**config.mk**
```make
export PLATFORM = sky130hd
export DESIGN_NAME = fifo_wr_arbiter
export DESIGN_NICKNAME = d
export VERILOG_FILES = /design/src/rtl/fifo_wr_arbiter.sv
export SDC_FILE = /design/constraint.sdc
export NUM_CORES = 1
export LEC_CHECK = 0
export BUFFER_PORTS_ARGS = -buffer_cell sky130_fd_sc_hd__buf_2
export CELL_PAD_IN_SITES_DETAIL_PLACEMENT = 0
export CELL_PAD_IN_SITES_GLOBAL_PLACEMENT = 1
export CORE_MARGIN = 2
export CORE_UTILIZATION = 40
export CTS_BUF_LIST = sky130_fd_sc_hd__clkbuf_8 sky130_fd_sc_hd__clkbuf_16
export DETAILED_ROUTE_END_ITERATION = 6
export GPL_TIMING_DRIVEN = 0
export PLACE_DENSITY = 0.95
export SLEW_MARGIN = 0
export SYNTH_ARGS = -nofsm -noshare
export SYNTH_HDL_FRONTEND = slang
export SYNTH_SLANG_ARGS = --single-unit
```
**constraint.sdc**
```tcl
create_clock -name clk -period 4.1 [get_ports clk]
set_input_delay 0 -clock clk [delete_from_list [all_inputs] [get_ports clk]]
set_output_delay 0 -clock clk [all_outputs]
set_load 0.02 [all_outputs]
```
**src/rtl/fifo_wr_arbiter.sv**
```systemverilog
// Round-robin arbiter sharing one FIFO write port between NUM_REQ producers.
// A producer keeps its grant for up to MAX_BURST accepted beats, or until it drops req.
module fifo_wr_arbiter #(
  parameter int NUM_REQ   = 4,
  parameter int DATA_W    = 8,
  parameter int MAX_BURST = 4
) (
  input  logic                      clk,
  input  logic                      rst,
  input  logic [NUM_REQ-1:0]        req,
  input  logic [NUM_REQ*DATA_W-1:0] req_data,
  input  logic                      full,
  output logic [NUM_REQ-1:0]        gnt,
  output logic [NUM_REQ-1:0]        ack,
  output logic                      write_en,
  output logic [DATA_W-1:0]         wr_data,
  output logic                      busy
);

  localparam int IDX_W = (NUM_REQ > 1) ? $clog2(NUM_REQ) : 1;
  localparam logic [3:0] LAST_BEAT = 4'(MAX_BURST - 1);

  typedef enum logic {
    S_IDLE  = 1'b0,
    S_GRANT = 1'b1
  } state_t;

  state_t               state_q, state_d;
  logic [IDX_W-1:0]     owner_q, owner_d;
  logic [IDX_W-1:0]     rr_ptr_q, rr_ptr_d;
  logic [3:0]           beat_cnt_q, beat_cnt_d;
  logic [NUM_REQ-1:0]   gnt_q, gnt_d;

  logic [DATA_W-1:0]    data_arr [NUM_REQ];
  logic [NUM_REQ-1:0]   owner_oh;
  logic [NUM_REQ-1:0]   cand;
  logic [IDX_W:0]       pick;
  logic                 release_burst;

  // Index increment that wraps at NUM_REQ, so non-power-of-2 counts never reach a dead index.
  function automatic logic [IDX_W-1:0] wrap_inc(input logic [IDX_W-1:0] idx);
    if (idx == IDX_W'(NUM_REQ - 1)) return '0;
    return idx + 1'b1;
  endfunction

  // Returns {found, index} of the first set bit scanning start, start+1, ... modulo NUM_REQ.
  function automatic logic [IDX_W:0] rr_pick(input logic [NUM_REQ-1:0] r,
                                             input logic [IDX_W-1:0]   start);
    logic             found;
    logic [IDX_W-1:0] idx;
    logic [IDX_W-1:0] win;
    found = 1'b0;
    win   = '0;
    idx   = start;
    for (int k = 0; k < NUM_REQ; k++) begin
      if (!found && r[idx]) begin
        found = 1'b1;
        win   = idx;
      end
      idx = wrap_inc(idx);
    end
    return {found, win};
  endfunction

  for (genvar i = 0; i < NUM_REQ; i++) begin : g_unpack
    assign data_arr[i] = req_data[i*DATA_W +: DATA_W];
  end

  assign owner_oh = NUM_REQ'(1) << owner_q;
  assign gnt      = gnt_q;
  assign busy     = (state_q == S_GRANT);

  always_comb begin
    state_d       = state_q;
    owner_d       = owner_q;
    rr_ptr_d      = rr_ptr_q;
    beat_cnt_d    = beat_cnt_q;
    gnt_d         = gnt_q;
    cand          = req;
    pick          = '0;
    release_burst = 1'b0;
    write_en      = 1'b0;
    ack           = '0;
    wr_data       = '0;

    case (state_q)
      S_IDLE: begin
        pick = rr_pick(req, rr_ptr_q);
        if (pick[IDX_W]) begin
          state_d    = S_GRANT;
          owner_d    = pick[IDX_W-1:0];
          gnt_d      = NUM_REQ'(1) << pick[IDX_W-1:0];
          beat_cnt_d = '0;
        end
      end
      S_GRANT: begin
        write_en      = req[owner_q] & ~full;
        ack           = write_en ? owner_oh : '0;
        wr_data       = data_arr[owner_q];
        release_burst = write_en && (beat_cnt_q == LAST_BEAT);
        if (release_burst || !req[owner_q]) begin
          // A burst-limited owner sits out this handover; it regains the port via IDLE if alone.
          rr_ptr_d = wrap_inc(owner_q);
          cand     = release_burst ? (req & ~owner_oh) : req;
          pick     = rr_pick(cand, wrap_inc(owner_q));
          beat_cnt_d = '0;
          if (pick[IDX_W]) begin
            owner_d = pick[IDX_W-1:0];
            gnt_d   = NUM_REQ'(1) << pick[IDX_W-1:0];
          end else begin
            state_d = S_IDLE;
            gnt_d   = '0;
          end
        end else if (write_en) begin
          beat_cnt_d = beat_cnt_q + 4'd1;
        end
      end
      default: state_d = S_IDLE;
    endcase
  end

  always_ff @(posedge clk or posedge rst) begin
    if (rst) begin
      state_q    <= S_IDLE;
      owner_q    <= '0;
      rr_ptr_q   <= '0;
      beat_cnt_q <= '0;
      gnt_q      <= '0;
    end else begin
      state_q    <= state_d;
      owner_q    <= owner_d;
      rr_ptr_q   <= rr_ptr_d;
      beat_cnt_q <= beat_cnt_d;
      gnt_q      <= gnt_d;
    end
  end

endmodule

```
Yosys cells after proc, flatten, opt, wreduce, memory -nomap -nowiden

Index checks and enable logic that the tools add are counted.

Add/subtract/negate cells: 8
$lt $le $gt $ge: 10
Eq/ne operators: 12
Shift operators: 3
Mux-type cells: 116
Bitwise gates (word level): 6
Reduce and logical (&&, ||, !) cells: 19

Operator list:

| operator                                                    | number |
|---|---|
| two-way mux 2 bit                                           | 39 |
| two-way mux 1 bit                                           | 51 |
| two-way mux 4 bit                                           | 9 |
| less-than comparator 2 x 3 -> 1 bit (second input constant) | 9 |
| two-way mux 8 bit                                           | 3 |
| binary-select mux 1 bit (select 2 bit)                      | 9 |
| binary-select mux 8 bit (select 2 bit)                      | 1 |
| one-hot mux 4 bit (2 select lines)                          | 2 |
| adder 2 x 1 -> 2 bit (second input constant)                | 7 |
| == test 2 bit (second input constant)                       | 7 |
| left shift 1 x 2 -> 4 bit (first input constant)            | 3 |
| logical AND 1 bit                                           | 7 |
| zero test 1 bit                                             | 7 |
| inequality test 2 x 1 -> 1 bit (second input constant)      | 3 |
| AND reduction 2 bit                                         | 3 |
| adder 4 x 1 -> 4 bit (second input constant)                | 1 |
| bitwise AND 4 bit                                           | 1 |
| == test 4 x 2 -> 1 bit (second input constant)              | 1 |
| inverter 4 bit                                              | 1 |
| one-hot mux 2 bit (2 select lines)                          | 1 |
| greater-or-equal comparator 3 bit (second input constant)   | 1 |
| inequality test 3 x 1 -> 1 bit (second input constant)      | 1 |
| inverter 2 -> 3 bit                                         | 1 |
| AND reduction 3 bit                                         | 1 |
| other kinds (4)                                             | 5 |

Bits in registers: 13
Input bits: 39
Output and inout port bits: 18

Logic depth before layout (Yosys ltp)

Gate-level depths: netlist of run 1.

Depth after elaboration: 41
Depth in mapped cells: 10
Gate-level depth less buffers: 8

Worst setup path after synthesis of run 1

No wires, ideal clock.

Path type: register to register
From: reg owner_q[0]
To: reg gnt_q[3], in the netlist gnt[3]
Setup time: 0.081 ns
Arrival: 2.530 ns
Data required time: 4.019 ns
Setup slack: 1.489 ns
Cell stages (with the launch flop): 10
Path through: dfrtp_1 buf_2 buf_2 inv_1 ha_1 or2_2 a21oi_1 a31oi_2 or4_4 o211ai_2

Cells in the longest elaborated chain, start to end: 38

Ends and longest elaborated chain:

| item                               | RTL line | text |
|---|---|---|
| from (decl)                        | 29       | `logic [IDX_W-1:0] owner_q, owner_d;` |
| from (signal assigned)             | 131      | `owner_q <= owner_d;` |
| == test 2 bit                      | 42       | `if (idx == IDX_W'(NUM_REQ - 1)) return '0;` |
| two-way mux 1 bit                  | 42       |  |
| two-way mux 1 bit                  | 101      | `if (release_burst \|\| !req[owner_q]) begin` |
| two-way mux 1 bit                  | 86       | `case (state_q)` |
| two-way mux 2 bit                  | 43       | `return idx + 1'b1;` |
| two-way mux 2 bit                  | 101      |  |
| two-way mux 2 bit                  | 86       |  |
| == test 2 bit                      | 42       |  |
| [22 not listed]                    | -        |  |
| logical AND 1 bit                  | 56       | `if (!found && r[idx]) begin` |
| two-way mux 2 bit                  | 56       |  |
| two-way mux 2 bit                  | 101      |  |
| two-way mux 2 bit                  | 86       |  |
| left shift 1 x 2 -> 4 bit          | 109      | `gnt_d = NUM_REQ'(1) << pick[IDX_W-1:0];` |
| two-way mux 4 bit                  | 107      | `if (pick[IDX_W]) begin` |
| two-way mux 4 bit                  | 101      |  |
| one-hot mux 4 bit (2 select lines) | 86       |  |
| to (signal assigned)               | 134      | `gnt_q <= gnt_d;` |
| to (decl)                          | 32       | `logic [NUM_REQ-1:0] gnt_q, gnt_d;` |

Several ways; a longest one is shown, not always the timed one. The select of a mux whose other input is x is not followed.
A chain may end at the register's enable or synchronous reset.

Worst setup path in the final report of run 1

Same ends and word-level chain as after synthesis.

==> flow_summary.toml, run 1 <==
[logic_synthesis]
yosysUniqueCellTypes = 57
async_flop_share = 1.00
synth_edf_count = 0
synth-seq-area-share = 0.192
synth_nets = 231
synth_area_sq_mm = 0.00170
synth_ff_type = "dfrtp_1"
avgSynthCellArea_sq_um = 9.13
synth_cells = 186
synth_seq_cells = 13
yosysWarnings = 0

[timing]
slew_violations = 0
rsz0062_at_grt = "no"
worst_pin_slew_ps = 537
finClkSkew_ps = 1.94
period_share = 0.722
max_freq_mhz = 338
setup_viol = 0
slew_headroom = 0.642
period_needed_ps = 2960
tns_ps = 0
hold_viol_final = 0

[global_route]
grtUsageMet3 = 0.0205
grt_pass1_wl_microns = 7380
grt_util_all_layers = 0.182
grt_pass1_vias = 1662
gr-total-overflow = 0
globalRoute.busiestLayer = "met2"
grt_util_met1 = 0.224
grt_max_degree = 14
antenna_found_initial = 0
use_met2 = 0.335

[worst_setup_path]
r2r_start = "owner_q[0]"
crit_required_ps = 4270
worstPathArrival_ps = 3130
worstSetupStartpointType = "flop"
crit_start = "owner_q[0]"
path_cells = "buf_2 > buf_2 > inv_1 > ha_1 > or2_2 > a21oi_1 > a31oi_2 > or4_4 > o211ai_2"
end_kind = "flop"
r2r_cells = 9
r2r-end = "gnt[3]"
r2r_slack_ps = 1140
cp_common_cell = "buf_2"
crit_slowest_cell = "or4_4"
worst_path_largest_cell_delay_ps = 550
critical_path.max_fanout = 10
critPathKind = "flop to flop"

[floorplanning]
core_area_sq_mm = 0.00403
start_util = 0.421
boundaryPins = 57
rows = 23
die_y_microns = 69.2
die_w_microns = 69.2
die-area_sq_mm = 0.00478

[run_status]
outcome = "complete, no violations"

[clock_network]
cts_tree = "done"
clockBufferDepth = 2
clkLatencyLatePin_ps = 250
clkSlewWorstSetupHoldPaths_ps = 60
cts.sinks = 13
cts_resized = 0
cts_made_buffers = 3
root_buffer = "clkbuf_8"
htreeDepth = 1

[finish]
antenna_cells = 0
nets = 293
design_area_sq_mm = 0.00210
nFillCells = 375
syn_to_final_growth_pct = 23.4
drive_gt1_frac = 0.405

[routing]
vias_per_cell = 5.64
drtAntennaViolNets = 0
drc = 0
wl_per_cell_microns = 15.0
vias = 1675
drt_pass1_iterations = 4
totalWireLength_microns = 4460
drtIter0Drc = 88

[placement]
dpl-instance-area_sq_mm = 0.00204
portBuffers = 56
gp_congestion = 0.929
hpwlAfterDp_microns = 3570

[worst_hold_path]
min_path_type = "input pin to flop"
min_from = "full"
min_delay_path_depth = 4
worstHoldEndpoint = "beat_cnt_q[0]"

[pwr]
power_leakage_uw = 0.000959
power_density_mw_per_mm2 = 785
pwr-share-seq = 0.148
p_clk_frac = 0.070
switching_share = 0.505
internal-power_uw = 814
finalPower_uw = 1640
power_switching_uw = 830
comb_power_share = 0.782
vdd_drop_max_mv = 0.329

[run]
drv_cap = 0
repair_timing:
item,CTS,global route
endpoints found under the hold margin,13,0
buffers inserted,0,0
hold buffers,1,0
worst max path at each step:
stage,endpoint,slack (ps),cells past startpoint
6_report,gnt[3],1140,9
5_1_grt,gnt[3],990,9
4_1_cts,gnt[3],1120,9
2_1_floorplan,gnt[3],1490,9
3_3_place_gp,gnt[3],1150,9
3_5_place_dp,gnt[3],1150,9
layout by cell type, fill, tap and decap left out, drive strengths merged, types with 2 or more instances in the layout:
cell type | Yosys | routed
nand3 | 7 | 7
mux2 | 6 | 6
inv | 11 | 12
o21ai | 8 | 8
dfrtp | 13 | 13
clkbuf | 3 | 6
and2 | 13 | 13
a31oi | 8 | 8
buf | 9 | 65
a32oi | 2 | 2
nand3b | 2 | 2
ha | 6 | 6
a31o | 2 | 2
nand2b | 3 | 3
or2 | 4 | 4
o211ai | 6 | 6
mux2i | 7 | 7
mux4 | 10 | 10
o21a | 2 | 2
nor2 | 12 | 12
xnor2 | 3 | 3
nand4 | 4 | 4
a211oi | 2 | 2
nor3b | 4 | 4
nor2b | 2 | 2
a21oi | 5 | 5
nand2 | 12 | 12
o221ai | 2 | 2
per-stage QoR:
stage / std cells / setup slack [ps] / hold WS (ps) / utilization
after floorplan: 186 / 1490 / -123 / -
after CTS: 297 / 1120 / 219 / 0.520
after global routing: 297 / 994 / 238 / 0.520
after detailed placement: 292 / 1150 / 41.9 / 0.507
after global placement: 292 / 1150 / 32.9 / 0.507
final: 297 / 1140 / 231 / 0.520
worst max-delay path, delay by kind of cell (launching register included):
family | cells | cell delay [ps]
AOI/OAI and AO/OA | 3 | 430
adders and majority gates | 1 | 400
buffers and inverters | 3 | 720
DFF | 1 | 470
and+or+nand+nor | 2 | 870
kinds of logic (layout without fill, tap and decap cells):
family,count (synthesis),count (layout),share of synthesized area
buffers and inverters,23,84,0.0597
AND/OR/NAND/NOR,71,71,0.247
AO/OA/AOI/OAI,47,47,0.222
XOR/XNOR,3,3,0.0199
multiplexers,23,23,0.216
flip-flops,13,13,0.192
adder cells (fa/ha/maj),6,6,0.0442
flip-flops by register name (all words and copies together) (netlist names):
register / cells
beat_cnt_q: 4
busy: 1
gnt: 4
owner_q: 2
rr_ptr_q: 2
cells in the mapped netlist (2+ instances only):
master,count,share of area
and2_1,13,0.048
dfrtp_1,13,0.19
nand2_1,12,0.027
inv_1,11,0.024
nor2_1,11,0.024
mux4_2,10,0.13
a31oi_1,7,0.026
nand3_1,7,0.021
o21ai_0,7,0.021
buf_2,6,0.018
ha_1,6,0.044
mux2_2,6,0.040
mux2i_1,6,0.035
a21oi_1,5,0.015
nand4_1,4,0.015
nor3b_1,4,0.018
o211ai_1,4,0.018
clkbuf_1,3,0.0066
nand2b_1,3,0.011
or2_2,3,0.011
a32oi_1,2,0.010
buf_4,2,0.0088
nand3b_1,2,0.0088
nor2b_1,2,0.0074
o211ai_2,2,0.015
o21a_1,2,0.0088
o221ai_1,2,0.010
xnor2_1,2,0.010
area by class of cell:
type                       instances  area, sq um  share of cell area
sequential                        13          325               0.155
multi-input combinational        150         1270               0.607
clock inverter                     1         3.75             0.00179
timing repair buffer              57          290               0.139
clock buffer                       3         41.3              0.0197
buffer                            12         60.1              0.0287
tap                               50         62.6              0.0299
inverter                          11         41.3              0.0197
metal layers:
metal,routed length (microns),vias to the layer above
met1,2000,792
met5,0,-
met3,193,5
li1,-,829
met4,39,0
met2,2230,49
power groups by stage:
| stage | combinational (uW) | clock [uW] | sequential (uW) |
|---|---|---|---|
| after CTS | 1280 | 117 | 243 |
| after global placement | 1260 | 0 | 246 |
| final | 1290 | 115 | 244 |
| after floorplan | 984 | 0 | 252 |
| after detailed placement | 1280 | 0 | 245 |
| after global routing | 1400 | 118 | 253 |
No activity file was read; power rests on OpenSTA's default activity.
==> inputs of run 2 (changes only) <==
- ABC_AREA: not set -> 1
- CORE_UTILIZATION: 40 -> 34
- PLACE_DENSITY: 0.95 -> 0.91
- clock period: 4.1 -> 3.05 ns (I/O delays scaled with it)
==> run 2 against run 1 <==
  * Cell count increased by 38%
  * Sequential cell count is the same
  * First-iteration DRC count decreased by 35%
  * Synthesized cell count is 51% higher
  * Sequential power is 29% higher
  * Sequential share of layout area is 0.11 points lower
  * Worst hold slack gained 61 ps
  * Clock power increased by 31%
  * Non-clock buffer count shrank 2
  * Total power increased by 70%
  * Critical endpoint is now owner_q[0]
  * Critical path depth up 7
  * Area after synthesis is 0.37% lower
==> flow_summary.toml, run 2 <==
[run_status]
outcome = "complete, no violations"

[floorplanning]
die_w_microns = 74.5
die-area_sq_mm = 0.00556
start_util = 0.356
die_y_microns = 74.5
boundaryPins = 57
core_area_sq_mm = 0.00475
rows = 25

[logic_synthesis]
synth_edf_count = 0
yosysUniqueCellTypes = 33
yosysTopAreaCellShare = 0.192
synth_nets = 326
synth_area_sq_mm = 0.00169
avgSynthCellArea_sq_um = 6.02
synth_common_cells = "54 x nand2_1, 54 x nor2_1, 30 x inv_1"
synth_cells = 281
yosysWarnings = 0
async_flop_share = 1.00
synth_top_cell_by_area = "dfrtp_1"
synth_seq_cells = 13
synth_top_cells_by_area = "dfrtp_1 19%, nand2_1 12%, nor2_1 12%, o21ai_0 7.1%, inv_1 6.7%"
synth_ff_type = "dfrtp_1"
synth-seq-area-share = 0.192

[timing]
slew_headroom = 0.644
slew_violations = 0
period_needed_ps = 2770
rsz0062_at_grt = "no"
finClkSkew_ps = 4.29
period_share = 0.908
tns_ps = 0
worst_pin_slew_ps = 533
max_freq_mhz = 361
setup_viol = 0
hold_viol_final = 0

[finish]
design_area_sq_mm = 0.00211
nets = 388
mostFrequentLayoutCells = "59 x buf_2, 54 x nand2_1, 54 x nor2_1, 31 x inv_1, 24 x o21ai_0"
drive_gt1_frac = 0.295
syn_to_final_growth_pct = 24.8
nFillCells = 514
instances_no_fill = 409
final_common_cell = "buf_2"
antenna_cells = 0

[pwr]
vdd_drop_max_mv = 0.458
switching_share = 0.588
power_switching_uw = 1640
power_density_mw_per_mm2 = 1320
internal-power_uw = 1150
pwr-share-seq = 0.113
finalPower_uw = 2790
p_clk_frac = 0.054
comb_power_share = 0.833
power_leakage_uw = 0.00111

[worst_setup_path]
critical_path.max_fanout = 11
crit_required_ps = 3180
end_kind = "flop"
cp_common_cell = "nand2_1"
path_cells = "buf_6 > inv_6 > buf_8 > clkbuf_1 > ha_1 > inv_1 > xor2_2 > inv_2 > nand3_4 > nand2_4 > a21oi_1 > nand2_1 > nand3_1 > nand2_1 > nand3_1 > nand2_1"
r2r_slack_ps = 280
worstSetupStartpointType = "flop"
r2r_start = "owner_q[0]"
critPathKind = "flop to flop"
crit_slowest_cell = "dfrtp_1"
r2r_cells = 16
critPathTopFamily = "buffers and inverters"
path_buf_inv = 6
worst_path_largest_cell_delay_ps = 410
r2r-end = "owner_q[0]"
worstPathArrival_ps = 2900

[clock_network]
cts_setup_buffers = 0
ctsHoldBuffers = 1
cts_made_buffers = 3
cts_tree = "done"
htreeDepth = 1
clockBufferDepth = 2
cts_resized = 0
clkSlewWorstSetupHoldPaths_ps = 60
cts.sinks = 13
root_buffer = "clkbuf_8"
clkLatencyLatePin_ps = 240

[global_route]
grt_max_degree = 14
grt_pass1_wl_microns = 7170
gr-total-overflow = 0
grt_util_all_layers = 0.162
grt_pass1_vias = 1649
antenna_found_initial = 0

[worst_hold_path]
min_delay_path_depth = 6
min_path_type = "input pin to flop"
worstHoldEndpoint = "rr_ptr_q[1]"
min_from = "full"

[placement]
portBuffers = 56
dpl-instance-area_sq_mm = 0.00206
dp_cells = 404
hpwlAfterDp_microns = 3520
gp_congestion = 0.782

[routing]
wl_per_cell_microns = 10.5
drc = 0
vias = 1894
drtAntennaViolNets = 0
vias_per_cell = 4.63
totalWireLength_microns = 4290
drtIter0Drc = 57
drt_pass1_iterations = 4

[run]
drv_cap = 0
run 2: cell types whose count changed in the layout (fill, tap and decap cells not counted), sizes merged, moves of 4 or more:
| cell | before | now |
|---|---|---|
| a31oi | 8 | 1 |
| mux2i | 7 | 0 |
| nand3 | 7 | 21 |
| mux4 | 10 | 0 |
| and2 | 13 | 0 |
| nand2 | 12 | 66 |
| mux2 | 6 | 0 |
| nor3b | 4 | 0 |
| nor2 | 12 | 60 |
| o211ai | 6 | 0 |
| o21ai | 8 | 34 |
| inv | 12 | 36 |
| a21oi | 5 | 20 |
run 2: power by group through the flow:
stage | registers, uW | clock network, uW | logic [uW]
floorplan | 344 | 0 | 1810
global placement | 317 | 0 | 2300
detailed placement | 317 | 0 | 2320
CTS | 316 | 155 | 2340
global route | 324 | 163 | 2600
finish | 315 | 151 | 2330
run 2: logic make-up (layout without fill, tap and decap cells):
group,count (synthesis),count (layout),synth area share
and+or+nand+nor,158,158,0.451
adders and majority gates,6,6,0.0444
DFF,13,13,0.192
AOI/OAI and AO/OA,56,56,0.175
buffers and inverters,46,107,0.123
xor gates and xnor gates,2,2,0.0148
run 2: layout make-up:
cell class / instances / area, sq um / area share
tap: 67 / 83.8 / 0.0397
sequential: 13 / 325 / 0.154
clock buffer: 3 / 41.3 / 0.0196
timing repair buffer: 57 / 290 / 0.138
multi-input combinational: 222 / 1160 / 0.549
clock inverter: 1 / 3.75 / 0.00178
inverter: 36 / 140 / 0.0664
buffer: 10 / 67.6 / 0.0320
run 2: worst max-delay path by stage:
stage	start	endpoint	slack (ps)	cells past startpoint
2_1_floorplan	owner_q[0]	busy	700	13
3_3_place_gp	owner_q[0]	owner_q[0]	310	16
3_5_place_dp	owner_q[0]	owner_q[0]	300	16
4_1_cts	owner_q[0]	owner_q[0]	270	16
5_1_grt	owner_q[0]	owner_q[0]	60	16
6_report	owner_q[0]	owner_q[0]	280	16
run 2: stage by stage:
step / hold WS, ps / utilization / setup WS, ps
after floorplan: -123 / - / 697
after global placement: 48.5 / 0.432 / 311
after detailed placement: 55.2 / 0.432 / 302
after CTS: 276 / 0.444 / 272
after global routing: 334 / 0.444 / 56.6
final: 292 / 0.444 / 280
run 2: worst register-to-register path, delay by kind of cell (launching register included):
kind            cells  cell delay [ps]
compound gates      1              120
xor+xnor            1              230
simple gates        7              600
buf+inv             6              950
flops               1              410
fa+ha+maj           1              360
run 2: per-layer routing:
layer | part of all wire | up-vias | routed length, microns | global-route usage
met4 | 0.0030 | 0 | 13 | 0.0119
li1 | - | 1022 | - | -
met2 | 0.46 | 53 | 1960 | 0.269
met3 | 0.058 | 2 | 247 | 0.0407
met1 | 0.48 | 817 | 2070 | 0.222
met5 | 0 | - | 0 | 0
